--- src/rtl/cpu_controller_if.sv ---
// Control bundle between the sequencer and the accumulator datapath:
// opcode/zero flow in, strobes and the debug phase flow out.
interface cpu_controller_if;
    logic [2:0] opcode;
    logic       zero;
    logic       sel;
    logic       mem_rd;
    logic       load_ir;
    logic       inc_pc;
    logic       load_pc;
    logic       load_ac;
    logic       mem_wr;
    logic       data_e;
    logic       halt;
    logic [2:0] phase;

    modport master (
        input  opcode, zero,
        output sel, mem_rd, load_ir, inc_pc, load_pc, load_ac, mem_wr, data_e, halt, phase
    );

    modport slave (
        output opcode, zero,
        input  sel, mem_rd, load_ir, inc_pc, load_pc, load_ac, mem_wr, data_e, halt, phase
    );
endinterface

--- src/rtl/cpu_controller.sv ---
// Eight-phase fetch/execute sequencer for the 8-bit accumulator CPU.
// Strobes are decoded from the registered phase, the opcode and the ALU zero flag.
module cpu_controller (
    input  logic             clk,
    input  logic             rst,
    cpu_controller_if.master bus
);
    localparam logic [2:0] OP_HLT = 3'd0;
    localparam logic [2:0] OP_SKZ = 3'd1;
    localparam logic [2:0] OP_ADD = 3'd2;
    localparam logic [2:0] OP_AND = 3'd3;
    localparam logic [2:0] OP_XOR = 3'd4;
    localparam logic [2:0] OP_LDA = 3'd5;
    localparam logic [2:0] OP_STO = 3'd6;
    localparam logic [2:0] OP_JMP = 3'd7;

    typedef enum logic [3:0] {
        S_INST_ADDR  = 4'd0,
        S_INST_FETCH = 4'd1,
        S_INST_LOAD  = 4'd2,
        S_IDLE       = 4'd3,
        S_OP_ADDR    = 4'd4,
        S_OP_FETCH   = 4'd5,
        S_ALU_OP     = 4'd6,
        S_STORE      = 4'd7,
        S_HALTED     = 4'd8
    } state_t;

    state_t     r_state;
    state_t     w_next;
    logic       w_aluop;
    logic       w_sel, w_mem_rd, w_load_ir, w_inc_pc, w_load_pc;
    logic       w_load_ac, w_mem_wr, w_data_e, w_halt;
    logic [2:0] w_phase;

    always_ff @(posedge clk) begin
        if (rst) r_state <= S_INST_ADDR;
        else     r_state <= w_next;
    end

    assign w_aluop = (bus.opcode == OP_ADD) || (bus.opcode == OP_AND) ||
                     (bus.opcode == OP_XOR) || (bus.opcode == OP_LDA);

    always_comb begin
        w_next    = r_state;
        w_sel     = 1'b0;
        w_mem_rd  = 1'b0;
        w_load_ir = 1'b0;
        w_inc_pc  = 1'b0;
        w_load_pc = 1'b0;
        w_load_ac = 1'b0;
        w_mem_wr  = 1'b0;
        w_data_e  = 1'b0;
        w_halt    = 1'b0;
        case (r_state)
            S_INST_ADDR: begin
                w_sel  = 1'b1;
                w_next = S_INST_FETCH;
            end
            S_INST_FETCH: begin
                w_sel    = 1'b1;
                w_mem_rd = 1'b1;
                w_next   = S_INST_LOAD;
            end
            S_INST_LOAD: begin
                w_sel     = 1'b1;
                w_mem_rd  = 1'b1;
                w_load_ir = 1'b1;
                w_next    = S_IDLE;
            end
            S_IDLE: begin
                w_sel     = 1'b1;
                w_mem_rd  = 1'b1;
                w_load_ir = 1'b1;
                w_next    = S_OP_ADDR;
            end
            // HLT still bumps the PC so execution resumes past it after reset
            S_OP_ADDR: begin
                w_inc_pc = 1'b1;
                w_halt   = (bus.opcode == OP_HLT);
                w_next   = (bus.opcode == OP_HLT) ? S_HALTED : S_OP_FETCH;
            end
            S_OP_FETCH: begin
                w_mem_rd = w_aluop;
                w_next   = S_ALU_OP;
            end
            S_ALU_OP: begin
                w_mem_rd  = w_aluop;
                w_inc_pc  = (bus.opcode == OP_SKZ) && bus.zero;
                w_load_pc = (bus.opcode == OP_JMP);
                w_data_e  = (bus.opcode == OP_STO);
                w_next    = S_STORE;
            end
            S_STORE: begin
                w_mem_rd  = w_aluop;
                w_load_ac = w_aluop;
                w_load_pc = (bus.opcode == OP_JMP);
                w_mem_wr  = (bus.opcode == OP_STO);
                w_data_e  = (bus.opcode == OP_STO);
                w_next    = S_INST_ADDR;
            end
            S_HALTED: begin
                w_halt = 1'b1;
                w_next = S_HALTED;
            end
            default: w_next = S_INST_ADDR;
        endcase
    end

    // HALTED is an internal ninth state; it reports as the OP_ADDR phase
    assign w_phase = (r_state == S_HALTED) ? 3'd4 : r_state[2:0];

    assign bus.sel     = w_sel;
    assign bus.mem_rd  = w_mem_rd;
    assign bus.load_ir = w_load_ir;
    assign bus.inc_pc  = w_inc_pc;
    assign bus.load_pc = w_load_pc;
    assign bus.load_ac = w_load_ac;
    assign bus.mem_wr  = w_mem_wr;
    assign bus.data_e  = w_data_e;
    assign bus.halt    = w_halt;
    assign bus.phase   = w_phase;
endmodule

--- src/flat_wrapper.sv ---
// flat-port wrapper written by rule: the top's interface ports become plain ports
module cpu_controller_flat 
  (clk, rst, bus_opcode, bus_zero, bus_sel, bus_mem_rd, bus_load_ir, bus_inc_pc, bus_load_pc, bus_load_ac, bus_mem_wr, bus_data_e, bus_halt, bus_phase);
  cpu_controller_if bus_i ();
  input  logic clk;
  input  logic rst;
  input wire logic [$bits(bus_i.opcode)-1:0] bus_opcode;
  input wire logic [$bits(bus_i.zero)-1:0] bus_zero;
  output wire logic [$bits(bus_i.sel)-1:0] bus_sel;
  output wire logic [$bits(bus_i.mem_rd)-1:0] bus_mem_rd;
  output wire logic [$bits(bus_i.load_ir)-1:0] bus_load_ir;
  output wire logic [$bits(bus_i.inc_pc)-1:0] bus_inc_pc;
  output wire logic [$bits(bus_i.load_pc)-1:0] bus_load_pc;
  output wire logic [$bits(bus_i.load_ac)-1:0] bus_load_ac;
  output wire logic [$bits(bus_i.mem_wr)-1:0] bus_mem_wr;
  output wire logic [$bits(bus_i.data_e)-1:0] bus_data_e;
  output wire logic [$bits(bus_i.halt)-1:0] bus_halt;
  output wire logic [$bits(bus_i.phase)-1:0] bus_phase;
  assign bus_i.opcode = bus_opcode;
  assign bus_i.zero = bus_zero;
  assign bus_sel = bus_i.sel;
  assign bus_mem_rd = bus_i.mem_rd;
  assign bus_load_ir = bus_i.load_ir;
  assign bus_inc_pc = bus_i.inc_pc;
  assign bus_load_pc = bus_i.load_pc;
  assign bus_load_ac = bus_i.load_ac;
  assign bus_mem_wr = bus_i.mem_wr;
  assign bus_data_e = bus_i.data_e;
  assign bus_halt = bus_i.halt;
  assign bus_phase = bus_i.phase;
  cpu_controller u_core (.clk(clk), .rst(rst), .bus(bus_i));
endmodule
--- config.mk ---
export PLATFORM = sky130hd
export DESIGN_NAME = cpu_controller_flat
export DESIGN_NICKNAME = d
export VERILOG_FILES = /design/src/rtl/cpu_controller_if.sv /design/src/rtl/cpu_controller.sv /design/src/flat_wrapper.sv
export SDC_FILE = /design/constraint.sdc
export NUM_CORES = 1
export LEC_CHECK = 0
export BUFFER_PORTS_ARGS = -buffer_cell sky130_fd_sc_hd__clkbuf_2
export CAP_MARGIN = 10
export CORE_AREA = 2 2 39 41
export CTS_CLUSTER_DIAMETER = 120
export CTS_CLUSTER_SIZE = 28
export DETAILED_ROUTE_END_ITERATION = 10
export DIE_AREA = 0 0 41 43
export PLACE_DENSITY_LB_ADDON = 0.15
export SETUP_SLACK_MARGIN = 0.1
export SYNTH_ARGS = -nofsm -noshare
export SYNTH_HDL_FRONTEND = slang
export SYNTH_SLANG_ARGS = --single-unit
--- constraint.sdc ---
create_clock -name clk -period 2.5 [get_ports clk]
set_input_delay 0.125 -clock clk [delete_from_list [all_inputs] [get_ports clk]]
set_output_delay 0.125 -clock clk [all_outputs]
set_load 0.01 [all_outputs]
# After elaboration in Yosys (flattened, before gate mapping)
# Cells that the tools add are included.
# op_classes
n_mux	12
eq_ne	15
reduce_logical	11
# ops
operator	n
4-bit one-hot mux with 8 select lines	1
4-bit by 3-bit equality test with 1-bit output (second input constant)	4
3-bit equality test (second input constant)	4
4-bit by 2-bit equality test with 1-bit output (second input constant)	2
3-bit by 2-bit equality test with 1-bit output (second input constant)	2
1-bit 2-to-1 mux	6
1-bit one-hot mux with 2 select lines	3
3-bit OR reduction	2
4-bit by 1-bit equality test with 1-bit output (second input constant)	1
4-bit equality test (second input constant)	1
4-bit logical NOT	1
4-bit 2-to-1 mux	1
2-bit OR reduction	2
4-bit OR reduction	1
3-bit by 1-bit equality test with 1-bit output (second input constant)	1
3-bit logical NOT	1
1-bit logical OR	3
3-bit 2-to-1 mux	1
1-bit logical AND	1
# word_totals
elab_cells	39
out_inout_bits	12
register_bits	4
in_bits	6

# Depth between registers and ports, before layout
# Gate-level depths: netlist of run 1.
# logic_depth
ltp_word	5
mapped_depth	4
depth_no_buf	3

# Worst setup path after synthesis of run 1
# No wires, ideal clock.
# synth_path
kind	reg2out
startpoint	register u_core.r_state[3]
endpoint	output port bus_mem_wr
arrival_time_ns	1.163
path_slack_ns	1.212
stages_incl_launch_ff	5
path_cell_list	dfxtp_1 > buf_6 > nand2b_4 > or3_4 > nor3b_2
# synth_via
elab_chain_cells	2
# synth_rtl
item	line	source
start, declared	cpu_controller.sv:29	state_t r_state;
start signal, assigned	cpu_controller.sv:38	else r_state <= w_next;
4-bit by 3-bit equality test with 1-bit output	cpu_controller.sv:55	case (r_state)
1-bit 2-to-1 mux	cpu_controller.sv:55	
end, declared	flat_wrapper.sv:15	output wire logic [$bits(bus_i.mem_wr)-1:0] bus_mem_wr;
# Every way passes these cells.

# Final worst setup path of run 1
# layout_path
startpoint	register u_core.r_state[2]
endpoint	output port bus_mem_wr
# Same word-level chain as after synthesis.

==> flow_summary_export.csv, run 1 <==
group,metric,value,unit
power,pwr-share-seq,0.390,
layout,area_growth,20.9,%
sta,slew_headroom,0.759,
detailed_routing,vias,316,
clock_network,insertion_delay,0.23,ns
detailed_routing,postRouteAntennaNets,0,
power,ir_drop,98.3,uV
worst_setup_path,crit_start,"u_core.r_state[2]",
clock_network,cts_setup_buffers,0,
worst_setup_path,worstReg2RegStart,"u_core.r_state[1]",
placed_design,dp_hpwl,580,um
worst_setup_path,worstSetupEndpointType,"output pin",
detailed_routing,drc,0,
floorplan,die_w,41,um
global_routing,grt_usage,0.0982,
detailed_routing,vias_per_cell,4.39,
floorplan,die_h,43,um
yosys,yosys_warnings,0,
floorplan,die_area,0.00176,mm^2
hold_path,min_from,"rst",
sta,hold_violations,0,
clock_network,clkTransAtPathRegs,0.04,ns
clock_network,cts-resized-gates,0,
sta,worst_slew_pin_slew,0.353,ns
sta,period_share,0.681,
yosys,synth_seq_cells,4,
global_routing,grt_pass1_wl,1.18,mm
detailed_routing,top_layer,"met4",
detailed_routing,met3_length,57,um
run_status,status,"finished, final reports clean",
floorplan,start_util,0.242,
power,switching_share,0.293,
placed_design,io_buffer_count,17,
flow_run,drv_cap,0,
yosys,syn_avg_cell_area,7.98,um^2
power,clkPwrFrac,0.397,
sta,fin_worst_skew,0.00183,ns
clock_network,cts_buffers,3,
sta,totalNegativeSetupSlack,0,ns
sta,rsz0062_at_grt,"false",
placed_design,place.gp.congestion,0.724,
floorplan,coreArea,0.00138,mm^2
sta,slew_viol_final,0,
detailed_routing,drt-total-wl,749,um
detailed_routing,wl_met1,361,um
layout,largest_register_ff_count,4,
global_routing,grt_start_max_net_pins,11,
sta,setup_viol,0,
layout,fin_cells,72,
power,power,201,uW
yosys,syn-num-nets,48,
yosys,yosysSeqAreaShare,0.239,
detailed_routing,initialDrtViolationCount,2,
clock_network,root_buffer,"clkbuf_4",
layout,num_antenna_cells,0,
layout,regMostFlops,"u_core.r_state",
global_routing,antenna_found_initial,0,
yosys,synthCells,42,
worst_setup_path,startpoint_type,"flip-flop",
layout,top_regs,"u_core.r_state: 4 flops",
power,p_leak,0.000175,uW
detailed_routing,wl_per_cell,10.4,um
yosys,yosys.cell_types.count,19,
worst_setup_path,worst-path-max-fanout,8,
hold_path,hp-class,"in -> reg",
detailed_routing,route.met2.wl,315,um
floorplan,rows,14,
clock_network,cts_max_level,1,
detailed_routing,dr.pass1.iters,2,
layout,fin_nets,64,
yosys,syn_area,335,um^2
clock_network,cts_sinks,4,
clock_network,tritoncts,"done",
worst_setup_path,critPathKind,"reg -> out",
power,p_switching,58.9,uW
power,p_per_area,497,mW/mm^2
worst_setup_path,crit_arrival,1.58,ns
layout,fill_cells,156,
global_routing,overflow,0,
worst_setup_path,critPathRequiredTime,2.38,ns
floorplan,io_pins,18,
clock_network,hold_buffers,0,
power,pwr-share-comb,0.213,
layout,drive_gt1_frac,0.411,
clock_network,cts_buffer_depth,2,
global_routing,grt_pass1_vias,308,
placed_design,numPlacedInstances,69,
power,internal_power,142,uW
sta,max_freq,587,MHz
sta,min_period,1.70,ns
## layer usage
metal  up-vias  track usage
met5         -            0
met4         0        0.100
li1        171            -
met2        12        0.113
met3         2            0
met1       131        0.150
## Yosys cell counts
cell | instances | area (um^2)
nor2_1 | 7 | 26.3
dfxtp_1 | 4 | 80.1
nand2_1 | 4 | 15.0
nor4_1 | 4 | 25.0
nor3_1 | 3 | 15.0
buf_6 | 2 | 22.5
clkbuf_1 | 2 | 7.51
clkbuf_8 | 2 | 27.5
inv_1 | 2 | 7.51
mux2i_1 | 2 | 20.0
xnor2_1 | 2 | 17.5
a2111oi_0 | 1 | 8.76
a211oi_1 | 1 | 7.51
a21oi_1 | 1 | 5.00
nand2b_4 | 1 | 13.8
nand3_1 | 1 | 5.00
nor3b_2 | 1 | 12.5
or3_4 | 1 | 11.3
or4_1 | 1 | 7.51
## cell usage in the layout, fill, tap and decap left out
| cell type | n |
|---|---|
| a2111oi_0 | 1 |
| nor3b_2 | 1 |
| nand2b_4 | 1 |
| xnor2_1 | 2 |
| a21oi_1 | 1 |
| nor3_1 | 3 |
| nand2_1 | 4 |
| clkbuf_2 | 17 |
| nor2_1 | 7 |
| nor4_1 | 4 |
| or3_4 | 1 |
| clkbuf_4 | 3 |
| nand3_1 | 1 |
| a211oi_1 | 1 |
| or4_1 | 1 |
| mux2i_1 | 2 |
| inv_1 | 2 |
| dfxtp_1 | 4 |
## power groups by stage
| stage | clock network (uW) | logic (uW) | registers, uW |
|---|---|---|---|
| 3_5_place_dp | 0 | 43.4 | 79.5 |
| 4_1_cts | 82.9 | 43.5 | 78.6 |
| 6_report | 80.0 | 42.9 | 78.4 |
| 2_1_floorplan | 0 | 42.9 | 70.3 |
| 3_3_place_gp | 0 | 43.6 | 80.3 |
| 5_1_grt | 87.9 | 47.2 | 79.4 |
## area by class of cell
type	instances	area, um^2	share of cell area
multi-input combinational	30	190	0.469
timing repair buffer	17	85.1	0.210
sequential	4	80.1	0.198
clock buffer	3	22.5	0.0556
tap	16	20.0	0.0494
inverter	2	7.51	0.0185
## path summary, 6_finish.rpt
kind,cells past startpoint,slack [ns],endpoint
setup / recovery,4,0.80,bus_mem_wr
hold / removal,2,0.12,u_core.r_state[1]
setup reg to reg,3,1.27,u_core.r_state[2]
hold reg to reg,1,0.64,u_core.r_state[1]
## worst max-delay path, cell delays in order, from the launching register on
cell	delay, ns
dfxtp_1	0.46
inv_1	0.14
or3_4	0.42
nor3b_2	0.18
clkbuf_2	0.15
## cell families after synthesis
| kind of cell | count (synthesis) | synth area share |
|---|---|---|
| xor gates and xnor gates | 2 | 0.0522 |
| DFF | 4 | 0.239 |
| and+or+nand+nor | 23 | 0.392 |
| buffers and inverters | 8 | 0.194 |
| muxes | 2 | 0.0597 |
| AOI/OAI and AO/OA | 3 | 0.0634 |
## per-stage QoR
stage	util	hold slack [ns]	cell area (um^2)	setup WS, ns
finish	0.293	0.116	405	0.798
global route	0.293	0.111	405	0.679
CTS	0.293	0.114	405	0.777
detailed placement	0.277	0.362	383	1.03
global placement	0.277	0.359	383	1.04
floorplan	-	0.202	335	1.21
Power figures use the tool's default switching activity.
==> run 2, diff against run 1 <==
==> constraint.sdc (replaced) <==
create_clock -name clk -period 1.4 [get_ports clk]
set_input_delay 0.07 -clock clk [delete_from_list [all_inputs] [get_ports clk]]
set_output_delay 0.07 -clock clk [all_outputs]
set_load 0.01 [all_outputs]
==> run 2 against run 1 <==
  * Setup slack worse by 0.78 ns
  * Clock-buffer cell count unchanged
  * Power up 98%
  * Non-clock buffer count up 8
  * Flip-flop and latch count unchanged
  * Register-to-register slack worse by 1.1 ns
  * Hold slack worse by 0.044 ns
==> flow_summary_export.csv, run 2 (synthesized netlist as in run 1, its figures left out) <==
group,metric,value,unit
sta,slew_headroom,0.762,
global_routing,grt_start_max_net_pins,11,
floorplan,rows,14,
layout,fin_cells,80,
sta,rsz0062_at_grt,"true",
layout,final_common_cell,"clkbuf_2",
detailed_routing,vias_per_cell,4.63,
sta,setup_viol,0,
placed_design,dp_hpwl,659,um
hold_path,hp-class,"in -> reg",
layout,final_cell_mix,"clkbuf_2, nor2_1, buf_4",
layout,regMostFlops,"u_core.r_state",
placed_design,dp_slack,0.171,ns
sta,period_share,0.988,
layout,drive_gt1_frac,0.609,
sta,slew_viol_final,0,
placed_design,place_area,405,um^2
sta,max_freq,723,MHz
layout,largest_register_ff_count,4,
worst_setup_path,path_cells,"nand2b_4, or3_4, nor3b_2, buf_2",
worst_setup_path,critPathKind,"reg -> out",
layout,fin_area,514,um^2
global_routing,grt_pass1_vias,329,
worst_setup_path,critPathRequiredTime,1.33,ns
global_routing,grt_usage,0.118,
flow_run,drv_cap,0,
clock_network,cts_max_level,1,
hold_path,whs_path_depth,2,
detailed_routing,postRouteAntennaNets,0,
layout,top_regs,"u_core.r_state: 4 flops",
floorplan,die_h,43,um
worst_setup_path,reg2reg_to,"u_core.r_state[3]",
clock_network,insertion_delay,0.24,ns
clock_network,tritoncts,"done",
detailed_routing,initialDrtViolationCount,4,
layout,area_growth,53.4,%
clock_network,cts_sinks,4,
global_routing,grt_pass1_wl,1.41,mm
placed_design,numPlacedInstances,72,
detailed_routing,drt-total-wl,921,um
detailed_routing,drc,0,
power,ir_drop,311,uV
placed_design,io_buffer_count,17,
layout,fill_cells,152,
layout,num_antenna_cells,0,
power,p_per_area,776,mW/mm^2
layout,fin_nets,72,
worst_setup_path,r2r_slack,0.21,ns
clock_network,clkTransAtPathRegs,0.04,ns
worst_setup_path,worstSetupEndpointType,"output pin",
run_status,status,"finished, final reports clean",
global_routing,overflow,0,
hold_path,min_from,"rst",
detailed_routing,wl_per_cell,11.5,um
floorplan,die_area,0.00176,mm^2
worst_setup_path,startpoint_type,"flip-flop",
worst_setup_path,r2r_cells,5,
worst_setup_path,worstReg2RegStart,"u_core.r_state[3]",
floorplan,die_w,41,um
worst_setup_path,worst-path-max-fanout,3,
sta,fin_worst_skew,0.00142,ns
power,p_leak,0.000223,uW
worst_setup_path,slowest_delay,0.34,ns
global_routing,antenna_found_initial,0,
worst_setup_path,cp_slowest_cell,"or3_4",
sta,hold_violations,0,
clock_network,root_buffer,"clkbuf_4",
layout,fin_util,0.372,
detailed_routing,dr.pass1.iters,2,
floorplan,start_util,0.242,
sta,fin_ws,0.0162,ns
sta,whs,0.0722,ns
floorplan,coreArea,0.00138,mm^2
worst_setup_path,crit_arrival,1.31,ns
placed_design,place.gp.congestion,0.760,
detailed_routing,vias,370,
floorplan,io_pins,18,
sta,worst_slew_pin_slew,0.356,ns
clock_network,hold_buffers,0,
clock_network,cts_buffers,3,
sta,min_period,1.38,ns
clock_network,cts_buffer_depth,2,
hold_path,hold_end,"u_core.r_state[3]",
-- run 2: stage by stage --
step	TNS [ns]	total power (uW)
2_1_floorplan	0	202
3_3_place_gp	0	229
3_5_place_dp	0	228
4_1_cts	0	388
5_1_grt	-0.0396	423
6_report	0	399
-- run 2: worst max-delay path by stage --
stage / from / end / slack [ns] / depth (start not counted)
after floorplan: u_core.r_state[3] / bus_mem_wr / 0.17 / 4
after global placement: u_core.r_state[1] / bus_mem_wr / 0.19 / 4
after detailed placement: u_core.r_state[1] / bus_mem_wr / 0.17 / 4
after CTS: u_core.r_state[3] / bus_mem_wr / 0.005 / 4
after global routing: u_core.r_state[3] / bus_mem_wr / -0.04 / 4
final: u_core.r_state[3] / bus_mem_wr / 0.02 / 4
-- run 2: area by class of cell --
type | instances | area, um^2 | share of cell area
flip-flops and latches | 4 | 85.1 | 0.165
clock buffers | 3 | 22.5 | 0.0438
multi-input cells | 30 | 226 | 0.440
repair buffers | 25 | 153 | 0.297
well taps | 16 | 20.0 | 0.0389
inverters | 2 | 7.51 | 0.0146
-- run 2: worst max-delay path: cells and delay by family (launching register included) --
kind,cells,cell delay [ns]
buffers and inverters,1,0.14
DFF,1,0.32
and+or+nand+nor,3,0.61
-- run 2: layer usage --
layer | part of all wire | GRT usage | routed length, um
met5 | 0 | 0 | 0
met4 | 0 | 0.0400 | 0
met3 | 0.063 | 0.0314 | 58
met2 | 0.44 | 0.156 | 406
met1 | 0.49 | 0.179 | 455
-- run 2: timing repair --
item | in CTS | in global routing
setup buffers | 3 | 4
gates resized for setup | 7 | 11
gates cloned | 0 | 0
pin swaps | 2 | 2
endpoints found under the setup margin | 6 | 7
-- run 2: power breakdown --
group	total [uW]	switching [uW]	internal [uW]
clock network	149	52.4	96.3
logic	114	58.4	55.3
registers	137	13.4	123
